[src/rtl/led_count_pkg.sv]
// Shared types and helpers for the LED counter bank: channel mode encoding
// and the load channel-select width.
package led_count_pkg;

    localparam int MODE_W = 2;

    typedef enum logic [MODE_W-1:0] {
        HOLD   = 2'b00,
        UP     = 2'b01,
        DOWN   = 2'b10,
        BOUNCE = 2'b11
    } mode_t;

    // Width of a channel index; a single-channel bank still gets one select bit.
    function automatic int sel_w(input int n);
        return (n > 1) ? $clog2(n) : 1;
    endfunction

endpackage

[src/rtl/led_count_chan.sv]
// One counter channel: up/down/bounce counter with direction flag, wrap
// detection, and the registered LED field / wrap pulse taken from it.
module led_count_chan import led_count_pkg::*; #(
    parameter int CNT_W   = 32,
    parameter int LED_W   = 8,
    parameter int LED_LSB = 16
) (
    input  logic             CLK,
    input  logic             RST,
    input  logic             en,
    input  mode_t            mode,
    input  logic             load,
    input  logic [CNT_W-1:0] load_value,
    output logic [LED_W-1:0] led,
    output logic             wrap
);

    localparam logic [CNT_W-1:0] MAX = {CNT_W{1'b1}};
    localparam logic [CNT_W-1:0] ONE = CNT_W'(1);

    logic [CNT_W-1:0] cnt;
    logic [CNT_W-1:0] cnt_nxt;
    logic             dir_down;
    logic             dir_nxt;
    logic             wrap_evt;
    logic             wrap_nxt;

    always_comb begin
        cnt_nxt  = cnt;
        dir_nxt  = dir_down;
        wrap_nxt = 1'b0;
        if (load) begin
            cnt_nxt = load_value;
            dir_nxt = 1'b0;
        end else if (en) begin
            case (mode)
                UP: begin
                    cnt_nxt  = cnt + ONE;
                    wrap_nxt = (cnt == MAX);
                end
                DOWN: begin
                    cnt_nxt  = cnt - ONE;
                    wrap_nxt = (cnt == '0);
                end
                BOUNCE: begin
                    // Reverse at the rails without overshooting them.
                    if (!dir_down) begin
                        if (cnt == MAX) begin
                            cnt_nxt  = cnt - ONE;
                            dir_nxt  = 1'b1;
                            wrap_nxt = 1'b1;
                        end else begin
                            cnt_nxt = cnt + ONE;
                        end
                    end else begin
                        if (cnt == '0) begin
                            cnt_nxt  = ONE;
                            dir_nxt  = 1'b0;
                            wrap_nxt = 1'b1;
                        end else begin
                            cnt_nxt = cnt - ONE;
                        end
                    end
                end
                default: ;
            endcase
        end
    end

    // wrap_evt lines up with the counter; wrap lines up with the LED field.
    always_ff @(posedge CLK or posedge RST) begin
        if (RST) begin
            cnt      <= '0;
            dir_down <= 1'b0;
            wrap_evt <= 1'b0;
            led      <= '0;
            wrap     <= 1'b0;
        end else begin
            cnt      <= cnt_nxt;
            dir_down <= dir_nxt;
            wrap_evt <= wrap_nxt;
            led      <= cnt[LED_LSB +: LED_W];
            wrap     <= wrap_evt;
        end
    end

endmodule

[src/rtl/led_count_bank.sv]
// Bank of NUM_CH LED counters with a shared load port and optional PWM
// brightness ramp (enabled by defining LED_COUNT_BANK_PWM_EN).
module led_count_bank import led_count_pkg::*; #(
    parameter int NUM_CH  = 4,
    parameter int CNT_W   = 32,
    parameter int LED_W   = 8,
    parameter int LED_LSB = 16
) (
    input  logic                       CLK,
    input  logic                       RST,
    input  logic [NUM_CH-1:0]          enable,
    input  logic [MODE_W*NUM_CH-1:0]   mode,
    input  logic                       load_valid,
    input  logic [sel_w(NUM_CH)-1:0]   load_ch,
    input  logic [CNT_W-1:0]           load_value,
    output logic                       load_ready,
    output logic [NUM_CH*LED_W-1:0]    led,
    output logic [NUM_CH-1:0]          wrap,
    output logic [NUM_CH-1:0]          pwm
);

    if (NUM_CH < 1 || NUM_CH > 16) begin : g_bad_num_ch
        $error("led_count_bank: NUM_CH must be 1..16");
    end
    if (CNT_W < 8 || CNT_W > 32) begin : g_bad_cnt_w
        $error("led_count_bank: CNT_W must be 8..32");
    end
    if (LED_LSB + LED_W > CNT_W) begin : g_bad_led_field
        $error("led_count_bank: LED field exceeds counter width");
    end

    // Handshake: a load transfers on a rising edge where load_valid and
    // load_ready are both high; load_ready then drops for exactly one cycle.
    // Out-of-range load_ch values complete the handshake but touch nothing.
    logic load_fire;
    assign load_fire = load_valid && load_ready;

    always_ff @(posedge CLK or posedge RST) begin
        if (RST) load_ready <= 1'b0;
        else     load_ready <= !load_fire;
    end

    for (genvar i = 0; i < NUM_CH; i++) begin : g_ch
        led_count_chan #(
            .CNT_W   (CNT_W),
            .LED_W   (LED_W),
            .LED_LSB (LED_LSB)
        ) u_chan (
            .CLK        (CLK),
            .RST        (RST),
            .en         (enable[i]),
            .mode       (mode_t'(mode[i*MODE_W +: MODE_W])),
            .load       (load_fire && (32'(load_ch) == i)),
            .load_value (load_value),
            .led        (led[i*LED_W +: LED_W]),
            .wrap       (wrap[i])
        );
    end

`ifdef LED_COUNT_BANK_PWM_EN
    localparam logic [LED_W-1:0] RAMP_STEP = LED_W'(1);

    logic [LED_W-1:0] ramp;

    always_ff @(posedge CLK or posedge RST) begin
        if (RST) begin
            ramp <= '0;
            pwm  <= '0;
        end else begin
            ramp <= ramp + RAMP_STEP;
            for (int i = 0; i < NUM_CH; i++) begin
                pwm[i] <= (ramp < led[i*LED_W +: LED_W]);
            end
        end
    end
`else
    assign pwm = '0;
`endif

endmodule

[config.mk]
export PLATFORM = sky130hd
export DESIGN_NAME = led_count_bank
export DESIGN_NICKNAME = d
export VERILOG_FILES = /design/src/rtl/led_count_pkg.sv /design/src/rtl/led_count_chan.sv /design/src/rtl/led_count_bank.sv
export SDC_FILE = /design/constraint.sdc
export NUM_CORES = 1
export LEC_CHECK = 0
export ABC_CLOCK_PERIOD_IN_PS = 6700
export CAP_MARGIN = 10
export CORE_MARGIN = 10
export CORE_UTILIZATION = 50
export CTS_CLUSTER_DIAMETER = 40
export DETAILED_ROUTE_END_ITERATION = 16
export PLACE_DENSITY = 0.69
export SYNTH_ARGS = -nofsm -noshare
export SYNTH_HDL_FRONTEND = slang
export SYNTH_SLANG_ARGS = --single-unit
[constraint.sdc]
create_clock -name CLK -period 6.7 [get_ports CLK]
set_input_delay 1.34 -clock CLK [delete_from_list [all_inputs] [get_ports CLK]]
set_output_delay 1.34 -clock CLK [all_outputs]
set_load 0.01 [all_outputs]
==> run summary, run 1 <==
Antenna Nets Post-Route -> 0
Std cell rows -> 61
GRT Util Overall -> 28.1%
Post-DP HPWL -> 34.2 mm
Asr flop ratio synth -> 100%
Worst Reg-to-Reg Cells -> 7
RSZ-0062 raised after global routing -> false
Detailed-route vias per instance -> 6.86
Worst Tran Pin Value -> 1280 ps
Reg clk slew, reported paths -> 70 ps
Arrival time worst endpoint -> 4650 ps
Largest family of logic cells by synthesized area -> simple AND/OR/NAND/NOR gates
DR pass1 iterations -> 6
Critical-path maximum fanout -> 30
Wire length of the first global-routing pass -> 80.9 mm
Max_slew headroom -> 13.7%
Fin crit period -> 4280 ps
DRT iter0 DRCs -> 1892
Cell accounting for the most synthesized area -> dfrtp_1
CP startpoint kind -> input port
Core area -> 27800 um2
EDFF count, synth -> 0
Max Cap Viol -> 0
CP Class -> input port to register
Simple-gate share of the synthesized area -> 32.7%
Ys flop type -> dfrtp_1
Number of I/O pins -> 90
Antenna violations before repair -> 2
Multi-input logic area -> 8950 um2
Yosys cell types -> 83
Seq cells post-synth -> 173
Static leakage -> 5.47 nW
Finished layout cell area -> 15600 um2
CTS Buf Count -> 17
Post-synth top area share -> 30.7%
Vias in the first global route -> 14.2k
Area added between synthesis and finish -> 10.4%
Worst setup EP type -> register
H-Tree Depth -> 4
Synth Area in Adders -> 1.07%
Hold buffers post-CTS -> 0
Die height -> 188 um
Endpoints failing setup -> 0
Largest net degree at the start of global routing -> 137
Layout cells sized above 1 -> 5.26%
P per Cell Area -> 252 nW/um2
Starting density of the core -> 50.7%
CTS max path bufs -> 2
Hold path endpoint -> g_ch[3].u_chan.wrap
Synth Warn # -> 0
Register area -> 4330 um2
Post-Synthesis Cells -> 1910
Worst hold start -> g_ch[3].u_chan.wrap_evt
Final cycle utilization of the critical path -> 64.0%
Hold Vio Cnt, Final -> 0
Avg Synthesized Cell Area -> 7.38 um2
Postcts setup bufs -> 0
Die Width -> 188 um
Hold WS -> 355 ps
Mux cell area share after synthesis -> 1.32%
Pins Over Slew Limit -> 0
Worst ir drop on vdd -> 198 uV
Ranking of synthesized cells by area -> dfrtp_1, nor2_1, nand2_1
Synthesized area -> 14100 um2
Number of fill cells in the layout -> 2668
Most frequent cell after synthesis -> nor2_1
XOR/XNOR Fraction of Synth Area -> 2.67%
Worst-Skew Late Latency -> 460 ps
Final wirelength -> 51.9 mm
Clock root cell -> clkbuf_16
DRC violations left -> 0
Reg-to-Reg End -> g_ch[0].u_chan.cnt[27]
Clk_skew -> 11.5 ps
Status -> completed
Critical path required time -> 7070 ps
CTS resizes -> 0
Die ar. -> 35300 um2
Grt ovf -> 0
Hold Crit Class -> register to register
Max Clock Freq -> 233 MHz
Port bufs -> 85
Worst r2r src -> g_ch[0].u_chan.cnt[0]
Compound-Gate Fraction of Synth Area -> 25.3%
Placed cell areas -> 14900 um2
CTS Sinks -> 173
Drt wl/cell -> 22.9 um
Most common library cells after synthesis -> nor2_1, nand2_1, dfrtp_1, clkbuf_1, o21ai_0
Nets -> 1929
Setup TNS -> 0 ps
Flop-to-flop setup slack -> 2450 ps
CTS tree -> built
Hold path cells -> 0
Seq/Total Area, Yosys -> 30.7%
Placer Congestion -> 0.995
Via count -> 15.5k
[logic make-up after synthesis]
kind of cell	count (synthesis)
compound gates	542
simple gates	914
other cells	1
xor+xnor	43
mux	18
buf+inv	207
flops	173
fa+ha+maj	12
[placed cells by master (no fill, tap or decap), types with 9 or more instances in the layout]
cell / count
inv_1: 29
buf_4: 28
and2_1: 15
o221ai_1: 9
nor3_1: 112
or3_1: 38
o22ai_1: 11
nor2_1: 198
xnor2_1: 19
or4_1: 18
nand4_1: 65
nand2b_1: 10
clkdlybuf4s50_1: 85
a221oi_1: 11
o211ai_1: 27
nand3_1: 114
o21a_1: 16
dfrtp_1: 173
a21oi_1: 113
nor4_1: 52
o31ai_1: 30
and4_1: 12
a211oi_1: 14
o311ai_0: 12
xor2_1: 24
o21ai_0: 136
clkbuf_16: 17
and3_1: 43
ha_1: 12
mux2i_1: 13
nand2_1: 192
a31oi_1: 40
[cell type report]
cell class / instances / share of cell area [%]
diodes: 2 / 0.0322
multi-input cells: 1533 / 57.5
well taps: 378 / 3.04
repair buffers: 113 / 6.82
inverters: 30 / 0.772
clock inverters: 14 / 1.17
flip-flops and latches: 173 / 27.8
clock buffers: 18 / 2.82
[worst max-delay path by stage]
stage	from	end	depth (start not counted)
floorplan	RST	g_ch[0].u_chan.cnt[0]	1
global placement	mode[1]	g_ch[0].u_chan.cnt[27]	6
detailed placement	mode[1]	g_ch[0].u_chan.cnt[27]	6
CTS	mode[1]	g_ch[0].u_chan.cnt[27]	6
global route	mode[1]	g_ch[0].u_chan.cnt[27]	6
finish	mode[1]	g_ch[0].u_chan.cnt[27]	6
[routing by layer]
| metal | vias to the layer above | share of wire (%) | GRT usage (%) |
|---|---|---|---|
| li1 | 7103 | - | - |
| met1 | 7408 | 41 | 37.2 |
| met2 | 863 | 45 | 43.2 |
| met3 | 144 | 10 | 5.44 |
| met4 | 2 | 4.5 | 13.6 |
| met5 | - | 0.035 | 0 |
[sequential cells by signal (all words and copies together), names as in the netlist]
name	cells
g_ch.u_chan.wrap_evt	4
g_ch.u_chan.wrap	4
g_ch.u_chan.dir_down	4
g_ch.u_chan.led	32
g_ch.u_chan.cnt	128
load_ready	1
[where the power goes]
part	internal, mW	switching (mW)	total (mW)
Combinational	0.480	0.610	1.09
Sequential	1.27	0.461	1.73
Clock	0.605	0.493	1.10
Total	2.35	1.56	3.92
[critical path, cell delays in order]
cell and delay, ps:
clkdlybuf4s50_1 670, a21boi_1 690, a41o_1 1040, nand2_8 250, or3_1 430, a41oi_1 210
[metrics by stage]
stage          setup WS, ps  utilization, %  power, mW  std cells
2_1_floorplan           672               -       2.42       1913
3_3_place_gp           2130            53.8       2.77       2227
3_5_place_dp           2020            53.8       2.80       2227
4_1_cts                2470            56.0       3.89       2259
5_1_grt                2280            56.0       4.14       2259
6_report               2420            56.0       3.92       2261
(Power assumes the default switching activity.)
==> inputs of run 2 (changes only) <==
--- a/config.mk
+++ b/config.mk
@@ -5,7 +5,7 @@
 export SDC_FILE = /design/constraint.sdc
 export NUM_CORES = 1
 export LEC_CHECK = 0
-export ABC_CLOCK_PERIOD_IN_PS = 6700
+export ABC_CLOCK_PERIOD_IN_PS = 4000
 export CAP_MARGIN = 10
 export CORE_MARGIN = 10
 export CORE_UTILIZATION = 50
==> constraint.sdc (replaced) <==
create_clock -name CLK -period 4 [get_ports CLK]
set_input_delay 0.8 -clock CLK [delete_from_list [all_inputs] [get_ports CLK]]
set_output_delay 0.8 -clock CLK [all_outputs]
set_load 0.01 [all_outputs]
==> run summary, run 2 (same netlist as run 1, synthesis figures left out) <==
Leading cell types in the layout, fill and taps excluded -> nor2_1, nand2_1, dfrtp_1, o21ai_0, nand3_1
RSZ-0062 raised after global routing -> false
Hold buffers post-CTS -> 0 (unchanged)
Die Width -> 188 um (unchanged)
Die ar. -> 35300 um2 (unchanged)
Via count -> 15.8k (+1.6%)
Worst r2r src -> g_ch[2].u_chan.cnt[16]
Worst-Skew Late Latency -> 460 ps (about the same)
Final wirelength -> 50.8 mm (-2.1%)
Worst Tran Pin Value -> 893 ps (-389 ps)
Slowest-stage cell, CP -> or4_1
Arrival time worst endpoint -> 3820 ps (-830 ps)
Worst ir drop on vdd -> 307 uV (+55%)
DRC violations left -> 0 (unchanged)
GRT Util Overall -> 28.0% (-0.16 points)
CTS Sinks -> 173 (unchanged)
Fin crit period -> 3480 ps
# diodes -> 0 (-2)
Antenna violations before repair -> 1 (-1)
Top Registers -> g_ch.u_chan.cnt x128, g_ch.u_chan.led x32
Reg clk slew, reported paths -> 70 ps (about the same)
Endpoints failing setup -> 0 (unchanged)
DR pass1 iterations -> 14 (+8)
Hold Vio Cnt, Final -> 0 (unchanged)
Placer Congestion -> 0.971 (-2.4%)
Max Cap Viol -> 0 (unchanged)
Static leakage -> 5.69 nW (+4.2%)
Port bufs -> 85 (unchanged)
Core area -> 27800 um2 (unchanged)
Largest net degree at the start of global routing -> 76 (-45%)
Antenna Nets Post-Route -> 0 (unchanged)
DRT iter0 DRCs -> 1851 (-2.2%)
Critical-path maximum fanout -> 11 (-63%)
Hold Crit Class -> register to register
Largest register by flop count -> g_ch.u_chan.cnt
CP Launch Point -> g_ch[2].u_chan.cnt[16]
Grt ovf -> 0 (unchanged)
Largest register FFs -> 128 (unchanged)
CTS tree -> built
Crit-path most repeated cell -> or4_1
P per Cell Area -> 405 nW/um2 (+61%)
Worst hold start -> g_ch[3].u_chan.wrap_evt
Std cell rows -> 61 (unchanged)
Die height -> 188 um (unchanged)
Number of fill cells in the layout -> 2626 (-1.6%)
Most common cell after layout, fill and taps aside -> nor2_1
Final cycle utilization of the critical path -> 87.0%
Postcts setup bufs -> 0 (unchanged)
Largest stage delay on the critical path -> 830 ps (-210 ps)
Detailed-route vias per instance -> 6.82 (-0.59%)
Area added between synthesis and finish -> 13.0%
Clock root cell -> clkbuf_16
Number of I/O pins -> 90 (unchanged)
Layout cells sized above 1 -> 7.61% (+2.3 points)
Final setup margin -> 522 ps (-1890 ps)
Critical path required time -> 4340 ps (-2730 ps)
H-Tree Depth -> 4 (unchanged)
CP startpoint kind -> register
Drt wl/cell -> 22.0 um (-4.2%)
Placement Setup Slack -> 496 ps (-1530 ps)
CTS max path bufs -> 2 (unchanged)
Vias in the first global route -> 14.3k (+0.74%)
Setup TNS -> 0 ps (unchanged)
CTS resizes -> 0 (unchanged)
Status -> completed
Starting density of the core -> 50.7% (unchanged)
CP cell instances -> or4_1 > or4_1 > or4_1 > nand2_1 > buf_4 > o21ai_0 > a221oi_1 > nor2_1
Max_slew headroom -> 40.5% (+27 points)
Nets -> 1980 (+2.6%)
Pins Over Slew Limit -> 0 (unchanged)
Worst setup EP type -> register
Post-DP HPWL -> 35.0 mm (+2.3%)
Wire length of the first global-routing pass -> 80.3 mm (-0.67%)
Max Clock Freq -> 287 MHz
Clk_skew -> 13.6 ps (+2.09 ps)
CP Class -> register to register
CTS Buf Count -> 17 (unchanged)
## run 2: cell types whose count changed in the layout (fill, tap and decap cells not counted), sizes merged
cell | previous run | this run
buf | 28 | 79
clkinvlp | 2 | 5
bufinv | 3 | 1
clkinv | 5 | 3
diode | 2 | 0
clkbuf | 18 | 19
## run 2: worst paths after layout
path	endpoint	slack, ps	cells past startpoint
max reg2reg	g_ch[2].u_chan.cnt[17]	520	8
max	g_ch[2].u_chan.cnt[17]	520	8
min reg2reg	g_ch[3].u_chan.wrap	350	0
min	g_ch[3].u_chan.wrap	350	0
min in group asynchronous	g_ch[3].u_chan.cnt[11]	720	2
max in group asynchronous	g_ch[0].u_chan.wrap	2540	3
## run 2: metal layers
| layer | global-route usage [%] | vias to the layer above | part of all wire, % |
|---|---|---|---|
| li1 | - | 7197 | - |
| met1 | 38.0 | 7500 | 42 |
| met2 | 41.5 | 919 | 43 |
| met3 | 5.81 | 145 | 11 |
| met4 | 13.4 | 2 | 4.5 |
| met5 | 0 | - | 0.026 |
## run 2: report_power, final
| part | leakage [nW] | internal [mW] | switching, mW |
|---|---|---|---|
| Combinational | 3.34 | 0.855 | 1.06 |
| Clock | 0.262 | 0.870 | 0.814 |
| Sequential | 2.09 | 2.12 | 0.733 |
## run 2: area by class of cell
class                   count  area [um2]  share of cell area [%]
flip-flops and latches    173        4330                    27.2
clock inverters            13         130                   0.817
clock buffers              19         433                    2.72
inverters                  30         116                   0.731
repair buffers            164        1490                    9.38
well taps                 378         473                    2.97
multi-input cells        1533        8950                    56.2
## run 2: stage by stage
stage	util (%)	power (mW)	area (um2)	hold WS, ps	instances
floorplan	-	4.05	14100	331	1913
detailed placement	55.3	4.74	15400	335	2278
CTS	57.3	6.43	15900	351	2310
finish	57.3	6.46	15900	349	2310
global placement	55.3	4.69	15400	333	2278
global route	57.3	6.83	15900	356	2310
## run 2: critical path: cells and delay by family, from the launching register on
kind,cells,cell delay [ps]
simple gates,5,2280
flops,1,480
compound gates,2,410
buf+inv,1,190
